**config.mk**
```make
export PLATFORM = sky130hd
export DESIGN_NAME = ahb_qspi_flash_ctrl
export DESIGN_NICKNAME = d
export VERILOG_FILES = /design/src/rtl/flash_ctrl_pkg.sv /design/src/rtl/qspi_read_engine.sv /design/src/rtl/ahb_qspi_flash_ctrl.sv
export SDC_FILE = /design/constraint.sdc
export NUM_CORES = 1
export LEC_CHECK = 0
export BUFFER_PORTS_ARGS = -buffer_cell sky130_fd_sc_hd__buf_2
export CAP_MARGIN = 20
export CORE_ASPECT_RATIO = 1.5
export CORE_MARGIN = 3
export CORE_UTILIZATION = 57
export DETAILED_ROUTE_END_ITERATION = 16
export MAX_ROUTING_LAYER = met4
export PLACE_DENSITY = 0.85
export SETUP_SLACK_MARGIN = 0.3
export SLEW_MARGIN = 40
export SYNTH_ARGS = -nofsm -noshare
export SYNTH_HDL_FRONTEND = slang
export SYNTH_SLANG_ARGS = --single-unit
```
**constraint.sdc**
```tcl
create_clock -name HCLK -period 3.15 [get_ports HCLK]
set_input_delay 0.4725 -clock HCLK [delete_from_list [all_inputs] [get_ports HCLK]]
set_output_delay 0.4725 -clock HCLK [all_outputs]
set_load 0.05 [all_outputs]
```
**src/rtl/flash_ctrl_pkg.sv**
```systemverilog
// Shared constants, state encoding and phase helpers for the quad-SPI flash read controller.
package flash_ctrl_pkg;

    localparam logic [7:0] OPC_QUAD_READ = 8'hEB;
    localparam logic [7:0] MODE_BYTE     = 8'h00;

    localparam int LEN_CMD   = 8;
    localparam int LEN_ADDR  = 6;
    localparam int LEN_MODE  = 2;
    localparam int LEN_DUMMY = 4;
    localparam int LEN_DATA  = 8;

    typedef enum logic [2:0] {IDLE, CMD, ADDR, MODE, DUMMY, DATA, DONE} state_t;

    function automatic state_t next_phase(state_t s);
        case (s)
            CMD:     return ADDR;
            ADDR:    return MODE;
            MODE:    return DUMMY;
            DUMMY:   return DATA;
            default: return DONE;
        endcase
    endfunction

    // Period down-counter load value; terminal count is zero.
    function automatic logic [2:0] phase_load(state_t s);
        case (s)
            CMD:     return 3'(LEN_CMD - 1);
            ADDR:    return 3'(LEN_ADDR - 1);
            MODE:    return 3'(LEN_MODE - 1);
            DUMMY:   return 3'(LEN_DUMMY - 1);
            DATA:    return 3'(LEN_DATA - 1);
            default: return 3'd0;
        endcase
    endfunction

endpackage

```
**src/rtl/qspi_read_engine.sv**
```systemverilog
// Runs one Quad I/O Read (0xEB) transaction in SPI mode 0, sck = clk/2, and returns a little-endian word.
//
// state | meaning
// IDLE  | ce_n high, waiting for start
// CMD   | opcode 0xEB on SIO0, WP#/HOLD# held high
// ADDR  | 24-bit address, one nibble per sck period
// MODE  | mode byte 0x00 (no continuous read)
// DUMMY | bus released, flash turnaround
// DATA  | 8 nibbles captured from din
// DONE  | ce_n high, word presented with done
module qspi_read_engine
    import flash_ctrl_pkg::*;
(
    input  logic        clk,
    input  logic        rst_n,
    input  logic        start,
    input  logic [23:0] addr,
    output logic        done,
    output logic [31:0] word,
    output logic        sck,
    output logic        ce_n,
    output logic [3:0]  dout,
    output logic [3:0]  douten,
    input  logic [3:0]  din
);

    state_t      state, state_nx;
    logic [2:0]  cnt, cnt_nx;
    logic        half, half_nx;
    logic [39:0] tx, tx_nx;
    logic [31:0] rx, rx_nx;

    always_ff @(posedge clk or negedge rst_n) begin
        if (!rst_n) begin
            state <= IDLE;
            cnt   <= 3'd0;
            half  <= 1'b0;
            tx    <= '0;
            rx    <= '0;
        end else begin
            state <= state_nx;
            cnt   <= cnt_nx;
            half  <= half_nx;
            tx    <= tx_nx;
            rx    <= rx_nx;
        end
    end

    always_comb begin
        state_nx = state;
        cnt_nx   = cnt;
        half_nx  = 1'b0;
        tx_nx    = tx;
        rx_nx    = rx;
        ce_n     = 1'b1;
        dout     = 4'h0;
        douten   = 4'h0;
        done     = 1'b0;
        case (state)
            IDLE, DONE: begin
                done = (state == DONE);
                if (start) begin
                    state_nx = CMD;
                    cnt_nx   = phase_load(CMD);
                    tx_nx    = {OPC_QUAD_READ, addr, MODE_BYTE};
                end else begin
                    state_nx = IDLE;
                end
            end
            default: begin
                ce_n    = 1'b0;
                half_nx = ~half;
                case (state)
                    CMD: begin
                        douten = 4'b1101;
                        dout   = {2'b11, 1'b0, tx[39]};
                    end
                    ADDR, MODE: begin
                        douten = 4'hF;
                        dout   = tx[39:36];
                    end
                    default: ;
                endcase
                // End of the high half: sck falls on this edge.
                if (half) begin
                    case (state)
                        CMD:        tx_nx = {tx[38:0], 1'b0};
                        ADDR, MODE: tx_nx = {tx[35:0], 4'h0};
                        DATA:       rx_nx = {rx[27:0], din};
                        default: ;
                    endcase
                    if (cnt == 3'd0) begin
                        state_nx = next_phase(state);
                        cnt_nx   = phase_load(next_phase(state));
                    end else begin
                        cnt_nx = cnt - 3'd1;
                    end
                end
            end
        endcase
    end

    assign sck  = half;
    assign word = {rx[7:0], rx[15:8], rx[23:16], rx[31:24]};

endmodule

```
**src/rtl/ahb_qspi_flash_ctrl.sv**
```systemverilog
// Read-only AHB-Lite slave: each read fetches one aligned word from quad-SPI NOR flash.
module ahb_qspi_flash_ctrl
    import flash_ctrl_pkg::*;
#(
    parameter int AW = 24
) (
    input  logic        HCLK,
    input  logic        HRESETn,
    input  logic        HSEL,
    input  logic        HREADY,
    input  logic [1:0]  HTRANS,
    input  logic        HWRITE,
    input  logic [2:0]  HSIZE,
    input  logic [31:0] HADDR,
    input  logic [31:0] HWDATA,
    output logic        HREADYOUT,
    output logic [31:0] HRDATA,
    output logic        sck,
    output logic        ce_n,
    output logic [3:0]  dout,
    output logic [3:0]  douten,
    input  logic [3:0]  din
);

    localparam logic [31:0] ADDR_MASK = (AW >= 32) ? 32'hFFFF_FFFC
                                      : (((32'd1 << AW) - 32'd1) & 32'hFFFF_FFFC);

    logic        accept;
    logic        done;
    logic [31:0] word;
    logic [31:0] word_addr;
    logic        unused_ok;

    assign accept    = HSEL & HREADY & HTRANS[1] & ~HWRITE;
    assign word_addr = HADDR & ADDR_MASK;
    assign unused_ok = ^{HSIZE, HWDATA, word_addr[31:24]};

    qspi_read_engine u_engine (
        .clk    (HCLK),
        .rst_n  (HRESETn),
        .start  (accept),
        .addr   (word_addr[23:0]),
        .done   (done),
        .word   (word),
        .sck    (sck),
        .ce_n   (ce_n),
        .dout   (dout),
        .douten (douten),
        .din    (din)
    );

    // Word and ready are registered out of DONE, so the stall covers DONE as well.
    always_ff @(posedge HCLK or negedge HRESETn) begin
        if (!HRESETn) begin
            HREADYOUT <= 1'b1;
            HRDATA    <= '0;
        end else begin
            if (done)
                HRDATA <= word;
            if (accept)
                HREADYOUT <= 1'b0;
            else if (done)
                HREADYOUT <= 1'b1;
        end
    end

endmodule

```
# After elaboration in Yosys (flattened, before gate mapping)
# Index checks and enable logic that the tools add are counted.
# word_totals
reg_bits,112
inputBits,78
output_inout_bits,43
elab_cells,63
# classes
addsub,1
eq_ne,12
muxes,24
bitwise,6
n_reduce_logical,13
# ops
operator,n
$mux W40,3
$pmux W40 S2,1
$mux W3,8
$pmux W3 S4,2
$pmux W4 S2,2
$eq A3 B3 Y1 const B,5
$eq A3 B2 Y1 const B,4
$mux W4,2
$eq A3 B1 Y1 const B,2
$logic_not A3 Y1,2
$mux W1,6
$reduce_and A3 Y1,2
$reduce_bool A2 Y1,3
$reduce_or A2 Y1,3
$reduce_and A2 Y1,2
$and A1 B1 Y1,3
$not A1 Y1,3
$reduce_bool A3 Y1,1
$sub A3 B1 Y3 const B,1
$ne A2 B2 Y1 const B,1

# Longest topological paths before layout
# Gate-level depths: netlist (run 1).
# depth
ltp_word,11
mapped_depth,12
depth_no_buf,9

# Modules after synthesis
# Synthesis (run 1) repeated with hierarchy kept, for this count alone.
# unflattened
hier_cells,384
hier_area_um2,4753.3
# by_module_without_submodules
mod,n_inst,cells_per_inst,area_per_inst_um2,seq_area_each_um2
qspi_read_engine,1,311,3364.5,1776.7
ahb_qspi_flash_ctrl,1,73,1388.8,827.0

# Least setup slack after synthesis (run 1)
# No wires, ideal clock.
# synth_timing
path_type,register -> register
start,reg (tool-made name)
end,reg u_engine.cnt[2]
setup_ns,0.126
arrival_time_ns,2.111
required_ns,3.024
setup_slack_ns,0.913
stages_incl_launch_ff,13
n_path_buf,3
synth_period_minus_slack_ns,2.237
cell_sequence,dfrtp_1 buf_4 nand2b_1 buf_4 clkinv_2 buf_2 a21oi_1 inv_1 ha_1 nor2b_1 a32oi_1 nor3b_1 o32a_1
# synth_lines
element,line,rtl
to (signal assigned),qspi_read_engine.sv:42,cnt <= cnt_nx;
to (decl),qspi_read_engine.sv:28,"logic [2:0] cnt, cnt_nx;"

# Worst setup path after layout (run 1)
# layout_timing
start,reg u_engine.state[1]
end,out ce_n
# layout_via
elab_chain_len,3
word_cells_on_any_way,4
classes_between,eq/ne: 1; mux: 1; reduce/logical: 2
# layout_lines
element,line,rtl
from (decl),qspi_read_engine.sv:27,"state_t state, state_nx;"
from (signal assigned),qspi_read_engine.sv:41,state <= state_nx;
$eq A3 B3 Y1 / $logic_not A3 Y1 (equally long branches),qspi_read_engine.sv:59,case (state)
$reduce_or A2 Y1 (*),qspi_read_engine.sv:59,
$mux W1 (*),qspi_read_engine.sv:59,
to (decl),ahb_qspi_flash_ctrl.sv:19,"output logic ce_n,"
# Mark *: on every way between the ends. The rest lies on a longest branch, timed or not.

==> results by group, run 1 <==
Die
  • I/O pins: between 100 and 150
  • Starting Density: around three fifths
  • Cell Rows: 40
  • Die Width: around 80 µm
  • Die area: around 9400 µm²
  • Die H: 117 µm
  • Area of the core: roughly 8100 µm²

CTS
  • Cts bufs inserted: 9
  • H-tree Lvls: 3
  • CTS sink cnt: about 100
  • Post-CTS Resized: 0
  • CTS tree: done
  • CTS clk-pin slew, worst paths: 0.06 ns
  • CTS Buffer Depth: 2
  • Postcts setup bufs: 0
  • Hold-fix buffers, CTS: 0
  • Root Buffer: clkbuf_16
  • Worst skew pair latency: approximately 0.34 ns

Synthesis
  • Post-Synthesis Cells: 406
  • Syn Area/Cell: ~12 µm²
  • Register area share after synthesis: about 54%
  • Synth cell types: 46
  • Main area contributors after synthesis: dfrtp_1 (54%), mux2_2 (15%), nand2_1 (5.7%)
  • #FFs+latches synth: just over 100
  • Main synth FF type: dfrtp_1
  • Area leader, netlist: dfrtp_1
  • Synthesized cell area: approximately 4700 µm²
  • Share of the synthesized area in the top cell type: a little over half
  • Synth warnings: 0
  • Post-synth net total: between 400 and 500
  • Number of flops mapped to enable cells by yosys: 0
  • Post-synth ARST share: 100%

Timing
  • Max-slew violations: 0
  • Slew headroom: between 50% and 60%
  • Setup-failing EPs final: 0
  • Tcrit/Tclk final: around three quarters
  • RSZ-0062 raised after global routing: false
  • Fin crit period: 2.38 ns
  • Final hold viol count: 0
  • Final Skew: between 0.003 and 0.004 ns
  • Worst Tran Pin Value: 0.703 ns
  • Setup_tns: 0 ns
  • Max frequency: between 400 and 500 MHz

Pwr
  • P_leak: 2.85 nW
  • Max VDD drop: between 0.5 and 0.6 mV
  • PwrDens: roughly 800 nW/µm²

Setup path
  • Crit path cell chain: xor2_1, or2_1, inv_2, buf_2
  • CP Max Fanout: 13
  • RR Startpoint: u_engine.state[1]
  • Buf/Inv on CP: 2
  • Critical path class: flip-flop to primary output
  • Reg2reg setup slack: roughly 0.96 ns
  • Worst R2R Path Depth: 9
  • CP delay by family, top: buffers and inverters
  • Data required, critical path: about 2.7 ns
  • CP max stage cell: dfrtp_1
  • Crit. End Element: primary output
  • Critical path data arrival time: around 1.9 ns
  • RR Endpoint: u_engine.cnt[2]
  • Critical path's largest stage delay: ~0.52 ns
  • Crit path launch type: flip-flop

Drt
  • Detail Route Antenna Nets: 0
  • DR DRC count: 0
  • Pre-antenna DRT Iters: 4
  • DR vias/cell: roughly 5.5
  • DR vias: 3,167
  • Final WL: 8.66 mm
  • Max layer used: met4
  • Avg WL per Cell: between 10 and 15 µm
  • WL met3: between 200 and 300 µm
  • Iteration-0 DRC Markers: about 280
  • DR WL met2: 4.60 mm
  • Routed length on met1: between 3 and 4 mm

Outcome
  • Status: completed

Placement
  • Port-buffer cells: 74
  • Dpl cells: between 500 and 600
  • Final HPWL DP: 5.77 mm
  • GPL Wtd Cong: a little under 0.9

Global routing
  • Vias in the first global route: 3,142
  • Pin count of the biggest net entering global routing: 61
  • First-pass GRT wire length: 15.0 mm
  • Global route overflow: 0
  • Initial antenna violation count: 0
  • GRT Util Overall: roughly a fifth

Cells and area
  • Filler Cells Inserted: around 640
  • Layout cells sized above 1: a little under two fifths
  • Final net count: 551
  • # diodes: 0
  • Commonest cells after routing, fill and taps aside: dfrtp_1 (101), buf_2 (73), nand2_1 (72), mux2_2 (63), nor2_1 (25)
  • Commonest non-fill, non-tap cell in the layout: dfrtp_1
  • Synthesis-to-layout area growth: 14.0%
  • Final Non-Filler Cells: between 500 and 600

Job
  • Max cap viols: 0

Min path
  • Worst hold path class: input port to async pin
[final cells by class]
cell class	instances	area, µm²	area share (%)
inverters	11	42.5	0.791
well taps	105	131	2.44
clock inverters	4	31.3	0.582
repair buffers	80	430	8.00
clock buffers	11	243	4.51
flip-flops and latches	102	2550	47.5
multi-input cells	265	1950	36.2
[stage by stage]
step	area [µm²]	total power, mW	setup WS [ns]	util, %	hold WS [ns]
3_5_place_dp	5100	3.31	0.987	63.4	0.482
6_report	5380	4.32	0.766	66.8	0.169
2_1_floorplan	4720	3.08	0.913	-	0.177
5_1_grt	5380	4.59	0.632	66.8	0.233
4_1_cts	5380	4.37	0.758	66.8	0.210
3_3_place_gp	5100	3.24	1.05	63.4	0.462
[registers in the layout, summed over array words and instances, names as in the netlist, named ones only]
name            flops
HRDATA             32
u_engine.rx        32
u_engine.tx        30
u_engine.cnt        3
u_engine.state      2
HREADYOUT           1
u_engine.sck        1
[cells in the mapped netlist, types with 2 or more instances]
cell,n
o31ai_1,4
buf_2,15
a22oi_1,3
o21ai_0,4
buf_4,8
a2111oi_2,2
clkbuf_1,2
ha_1,4
nor2b_1,4
buf_6,3
nand2_1,72
and3_1,18
mux2i_1,4
a31oi_1,4
mux2_2,63
inv_1,9
a21o_1,6
a21oi_1,7
dfrtp_1,101
mux2_1,2
o21ai_1,2
o31ai_2,16
nor2_1,25
and2_1,4
nand2b_1,3
[where the power goes]
part,switching (mW),internal (mW)
clock network,0.471,0.559
logic,0.948,0.569
registers,0.219,1.55
[layer usage]
metal,track usage [%],vias up
li1,-,1523
met1,26.7,1580
met2,32.2,55
met3,3.92,9
met4,7.82,0
met5,-,-
[logic make-up (layout without fill, tap and decap cells)]
kind of cell | after synthesis | after routing | share of synthesized area, %
compound gates | 58 | 58 | 11.1
xor+xnor | 1 | 1 | 0.186
fa+ha+maj | 4 | 4 | 1.06
buf+inv | 39 | 106 | 4.64
flops | 102 | 102 | 54.1
mux | 69 | 69 | 16.4
simple gates | 133 | 133 | 12.6
[how the worst max path moves through the flow]
stage	start	endpoint	cells after the start
2_1_floorplan	flip-flop	u_engine.cnt[2]	12
3_3_place_gp	u_engine.state[1]	u_engine.cnt[2]	9
3_5_place_dp	u_engine.state[1]	u_engine.cnt[2]	9
4_1_cts	u_engine.state[1]	ce_n	4
5_1_grt	u_engine.state[1]	ce_n	4
6_report	u_engine.state[1]	ce_n	4
Power figures use the tool's default switching activity.
==> inputs of run 2 (changes only) <==
- ABC_AREA: default -> 1
- CORE_UTILIZATION: 57 -> 48
- PLACE_DENSITY: 0.85 -> 0.76
- clock period: 3.15 -> 2.1 ns (I/O delays scaled with it)
==> results by group, run 2 <==
Outcome
  • Status: completed

Synthesis
  • Post-Synthesis Cells: between 500 and 600
  • Top post-synthesis cells by count: nand2_1 (223), dfrtp_1 (101), o21ai_0 (81)
  • Post-synth ARST share: 100%
  • Synth warnings: 0
  • Share of the synthesized area in the top cell type: a little over half
  • Top-count cell post-synth: nand2_1
  • Syn Area/Cell: between 8 and 9 µm²
  • Largest family of logic cells by synthesized area: simple AND/OR/NAND/NOR gates
  • Number of flops mapped to enable cells by yosys: 0
  • Synthesized cell area: about 4700 µm²
  • Adder-Cell Fraction of Synth Area: around 1.1%
  • Post-synth net total: about 670
  • #FFs+latches synth: between 100 and 150
  • Register area share after synthesis: a little over half
  • Post-synthesis compound-gate area fraction: a little over an eighth
  • Synth cell types: 27
  • Main synth FF type: dfrtp_1
  • Main area contributors after synthesis: dfrtp_1 (54%), nand2_1 (18%), o21ai_0 (8.6%)
  • Xor and xnor area share after synthesis: less than 1%
  • Synth Area in Simple Gates: between 20% and 30%
  • Post-synthesis mux area share: 0%
  • Area leader, netlist: dfrtp_1

CTS
  • Root Buffer: clkbuf_16
  • H-tree Lvls: 3
  • CTS clk-pin slew, worst paths: ~0.070 ns
  • CTS Buffer Depth: 2
  • CTS sink cnt: 102
  • CTS tree: done
  • Cts bufs inserted: 9
  • Worst skew pair latency: roughly 0.34 ns

Placement
  • Dpl cells: 746
  • GPL Wtd Cong: between 0.7 and 0.8
  • Port-buffer cells: between 70 and 80
  • Final HPWL DP: about 7 mm

Setup path
  • Crit path launch type: flip-flop
  • CP delay by family, top: flip-flops
  • Crit path cell chain: inv_4, nand2_1, inv_1, nand2_2, o21ai_2, buf_6
  • Crit. End Element: primary output
  • Worst R2R Path Depth: 6
  • Data required, critical path: around 1.8 ns
  • Critical path data arrival time: between 1 and 1.5 ns
  • CP max stage cell: dfrtp_2
  • Critical path's largest stage delay: around 0.45 ns
  • CP Max Fanout: 5
  • Critical path class: flip-flop to primary output
  • Critical path depth: 6
  • Buf/Inv on CP: 3

Timing
  • Tcrit/Tclk final: a little over four fifths
  • Max frequency: between 500 and 600 MHz
  • Fin crit period: around 1.8 ns
  • Final Skew: between 0.008 and 0.009 ns
  • RSZ-0062 raised after global routing: true
  • Setup_tns: 0 ns
  • Setup-failing EPs final: 0
  • Final hold viol count: 0
  • Slew headroom: 70.6%
  • Worst Tran Pin Value: around 0.44 ns
  • Max-slew violations: 0

Cells and area
  • Synthesis-to-layout area growth: 18.0%
  • # diodes: 0
  • Final Non-Filler Cells: 770
  • Final net count: 735
  • Filler Cells Inserted: ~820
  • Biggest regs: HRDATA (32), u_engine.rx (32), u_engine.tx (30)
  • Commonest cells after routing, fill and taps aside: nand2_1 (221), dfrtp_1 (98), o21ai_0 (79), buf_2 (68), inv_1 (51)
  • Layout cells sized above 1: roughly a fifth
  • Commonest non-fill, non-tap cell in the layout: nand2_1

Pwr
  • Logic pwr share: between 2 and 3%
  • Max VDD drop: 0.736 mV
  • PwrDens: slightly below 700 nW/µm²
  • Tot Pwr: around 3.8 mW
  • Cell-internal power: about 3 mW
  • P_sw: between 800 and 900 µW
  • Sequential share of power: between 50% and 60%
  • Clk pwr share: between 40% and 50%
  • P_leak: between 2 and 3 nW
  • Switching part of the total: 22.2%

Drt
  • DR vias/cell: ~5.0
  • Iteration-0 DRC Markers: ~200
  • Final WL: a little over 10 mm
  • Avg WL per Cell: roughly 13 µm
  • DR vias: 3,860
  • Pre-antenna DRT Iters: 4
  • DR DRC count: 0
  • Detail Route Antenna Nets: 0

Die
  • Die H: around 130 µm
  • I/O pins: approximately 120
  • Area of the core: ~9400 µm²
  • Die Width: slightly below 90 µm
  • Die area: between 10,000 and 15,000 µm²
  • Cell Rows: 43
  • Starting Density: 50.1%

Min path
  • Worst hold path class: input port to flip-flop
  • Cell depth of the worst hold path: 3

Job
  • Max cap viols: 0

Global routing
  • Initial antenna violation count: 0
  • Global route overflow: 0
  • First-pass GRT wire length: between 15 and 20 mm
  • Vias in the first global route: 3,891
  • GRT Util Overall: 20.5%
  • Pin count of the biggest net entering global routing: 65
-- run 2: logic make-up after synthesis --
kind of cell    Yosys count
simple gates            267
flops                   102
compound gates          121
fa+ha+maj                 4
xor+xnor                  1
buf+inv                  89
-- run 2: per-layer routing --
metal  routed length (µm)  part of all wire (%)  GRT usage [%]  vias up
met5                    0                     0              -        -
met4                  109                   1.1           5.69        0
met3                  435                   4.2           4.06        8
li1                     -                     -              -     1957
met1                 4240                    41           24.5     1812
met2                 5460                    53           34.9       83
-- run 2: final timing paths --
path | start | slack, ns | to
setup / recovery | u_engine.state[1] | 0.32 | dout[0]
setup reg to reg | u_engine.state[0] | 0.43 | u_engine.tx[15]
max in group asynchronous | HRESETn | 0.93 | HREADYOUT
hold / removal | din[1] | 0.22 | u_engine.rx[1]
min in group asynchronous | HRESETn | 0.45 | u_engine.tx[25]
hold reg to reg | HRDATA[4] | 0.48 | HRDATA[4]
-- run 2: timing repair --
action / in CTS / in global routing
gates resized for setup: 13 / 6
buffers inserted: 1 / 6
hold buffers: 1 / 0
setup endpoints to repair: 18 / 12
hold endpoints to repair: 30 / 0
-- run 2: per-stage QoR --
| stage | util (%) | setup WS, ns | hold WS (ns) | instance area [µm²] |
|---|---|---|---|---|
| 6_report | 59.1 | 0.324 | 0.220 | 5570 |
| 4_1_cts | 58.4 | 0.295 | 0.215 | 5500 |
| 3_5_place_dp | 54.6 | 0.241 | 0.289 | 5140 |
| 2_1_floorplan | - | 0.371 | 0.0194 | 4730 |
| 3_3_place_gp | 54.6 | 0.254 | 0.283 | 5140 |
| 5_1_grt | 59.1 | 0.261 | 0.230 | 5570 |
-- run 2: power by group through the flow --
stage	Combinational [mW]	Clock [mW]	Sequential [mW]
finish	0.112	1.70	2.01
global route	0.132	1.81	2.01
CTS	0.117	1.73	2.01
detailed placement	0.115	0	2.05
global placement	0.111	0	2.05
floorplan	0.0299	0	2.04
-- run 2: layout make-up --
class | count | area, µm² | area share, %
Clock buffer | 9 | 225 | 4.05
Timing Repair Buffer | 92 | 571 | 10.3
Tap cell | 112 | 140 | 2.52
Clock inverter | 7 | 81.3 | 1.46
Sequential cell | 102 | 2560 | 46.0
Inverter | 55 | 209 | 3.75
Multi-Input combinational cell | 393 | 1780 | 32.0
-- run 2: worst register-to-register path, stage by stage (launching register included) --
cell,delay [ns]
dfrtp_2,0.47
buf_4,0.16
o21ai_4,0.29
a21boi_4,0.23
buf_4,0.28
nand2_1,0.10
nand2_1,0.08
==> inputs of run 3 (changes only) <==
- clock period: 2.1 -> 1.5 ns (I/O delays scaled with it)
==> results by group, run 3 (same netlist as run 2, synthesis figures left out) <==
Global routing
  • First-pass GRT wire length: about 22 mm
  • GRT Util Overall: around a quarter
  • Global route overflow: 0
  • Vias in the first global route: around 4,500
  • Pin count of the biggest net entering global routing: 32
  • Initial antenna violation count: 0

Timing
  • Tcrit/Tclk final: 115%
  • Fin crit period: around 1.7 ns
  • Worst Tran Pin Value: 0.544 ns
  • Final WS setup: -0.220 ns
  • Slew headroom: a little under two thirds
  • Worst hold margin: roughly 0.14 ns
  • Final hold viol count: 0
  • Final Skew: approximately 0.0058 ns
  • RSZ-0062 raised after global routing: true
  • Max frequency: slightly below 600 MHz
  • Max-slew violations: 0
  • Setup-failing EPs final: 86

Die
  • I/O pins: 121
  • Die area: 11,100 µm²
  • Starting Density: between 50% and 60%
  • Die Width: 87.0 µm
  • Cell Rows: 43
  • Area of the core: 9420 µm²
  • Die H: 127 µm

Setup path
  • Crit path cell chain: inv_4, nand2_4, inv_4, nand2_4, buf_6, o21ai_4, buf_8
  • Critical path class: flip-flop to primary output
  • Buf/Inv on CP: 4
  • Crit path launch type: flip-flop
  • CP max stage cell: dfrtp_2
  • Crit. End Element: primary output
  • Worst R2R Path Depth: 10
  • Data required, critical path: about 1.3 ns
  • Critical path's largest stage delay: roughly 0.47 ns
  • CP Max Fanout: 5
  • Critical path depth: 7
  • Critical path data arrival time: 1.50 ns
  • CP delay by family, top: flip-flops

Cells and area
  • Filler Cells Inserted: 565
  • Commonest cells after routing, fill and taps aside: nand2_1 (160), dfrtp_1 (97), inv_1 (46), buf_4 (44), o21ai_1 (42)
  • Register area: about 2600 µm²
  • Finished Core Util: about three quarters
  • Synthesis-to-layout area growth: 51.8%
  • Multi-input gate area: around 2300 µm²
  • # diodes: 0
  • Commonest non-fill, non-tap cell in the layout: nand2_1
  • Biggest regs: HRDATA (32), u_engine.rx (32), u_engine.tx (30)
  • Layout cells sized above 1: roughly two fifths
  • Final net count: about 800

Outcome
  • Status: finished with violations
  • Failing checks: setup timing

Placement
  • Port-buffer cells: 74
  • GPL Wtd Cong: a little over 0.8
  • Final HPWL DP: between 7 and 8 mm

Pwr
  • Max VDD drop: just under 0.9 mV
  • Logic pwr share: under 10%
  • Tot Pwr: around 5.5 mW
  • P_sw: 1.19 mW
  • Switching part of the total: between 20 and 25%
  • Clk pwr share: between 40 and 50%
  • P_leak: roughly 3.6 nW
  • Sequential share of power: between 50% and 60%
  • PwrDens: 762 nW/µm²
  • Cell-internal power: around 4.3 mW

Drt
  • DR vias: ~4,600
  • Final WL: 15.0 mm
  • DR vias/cell: about 5.5
  • Iteration-0 DRC Markers: around 250
  • Avg WL per Cell: approximately 18 µm
  • Pre-antenna DRT Iters: 5
  • DR DRC count: 0
  • Detail Route Antenna Nets: 0

Job
  • Max cap viols: 0

CTS
  • H-tree Lvls: 3
  • CTS sink cnt: 102
  • Worst skew pair latency: ~0.34 ns
  • CTS Buffer Depth: 2
  • Cts bufs inserted: 9
  • CTS tree: done
  • Root Buffer: clkbuf_16
  • CTS clk-pin slew, worst paths: about 0.070 ns

Min path
  • Worst hold path class: input port to flip-flop
  • Cell depth of the worst hold path: 3
run 3: cell types whose count changed in the layout (fill, tap and decap cells not counted), sizes merged:
cell      before  now
buf           91  125
clkbuf         9   32
inv           57   55
bufbuf         0    1
clkinvlp       3    2
run 3: final cells by class:
| class | count | share of cell area [%] |
|---|---|---|
| clock buffers | 12 | 3.58 |
| clock inverters | 4 | 0.769 |
| flip-flops and latches | 102 | 35.7 |
| inverters | 55 | 3.14 |
| repair buffers | 147 | 22.3 |
| well taps | 112 | 1.96 |
| multi-input cells | 393 | 32.5 |
run 3: final timing paths:
check,end,slack [ns],startpoint
max,dout[0],-0.22,u_engine.state[1]
min,u_engine.rx[3],0.14,din[3]
max reg2reg,u_engine.rx[2],-0.16,u_engine.state[1]
min reg2reg,HRDATA[5],0.48,HRDATA[5]
max in group asynchronous,u_engine.rx[6],0.57,HRESETn
min in group asynchronous,async pin,0.36,HRESETn
run 3: timing repair:
action | in CTS | in global routing
pin swaps | 10 | 12
gates cloned | 12 | 1
endpoints found under the setup margin | 111 | 139
hold buffers | 1 | 0
resized for setup | 138 | 145
endpoints found under the hold margin | 25 | 0
setup buffers | 17 | 8
run 3: tightest hold or removal path, delay by kind of cell:
family	cells	cell delay, ns
AOI/OAI and AO/OA	1	0.09
buffers and inverters	1	0.08
and+or+nand+nor	1	0.04
run 3: layer usage:
metal  routed length, µm  vias to the layer above  GRT usage (%)
met2                8310                      194           45.7
met3                 888                       67           5.42
met5                   0                        -              -
li1                    -                     2086              -
met1                5040                     2223           28.1
met4                 732                        0           13.3
run 3: power groups by stage:
stage	Clock (mW)	Sequential, mW	Combinational [mW]
after floorplan	0	2.86	0.0420
after global placement	0	2.87	0.160
after detailed placement	0	2.87	0.166
after CTS	2.42	2.82	0.191
after global routing	2.57	2.83	0.225
final	2.43	2.83	0.202
run 3: metrics by stage:
| stage | worst slack, ns | area, µm² | TNS, ns | std cells |
|---|---|---|---|---|
| after CTS | -0.193 | 6650 | -4.17 | 816 |
| after detailed placement | -0.179 | 5460 | -2.51 | 770 |
| after floorplan | 0.0254 | 4900 | 0 | 584 |
| final | -0.220 | 7160 | -9.75 | 825 |
| after global routing | -0.268 | 7160 | -14.01 | 825 |
| after global placement | -0.0765 | 5460 | -1.58 | 770 |
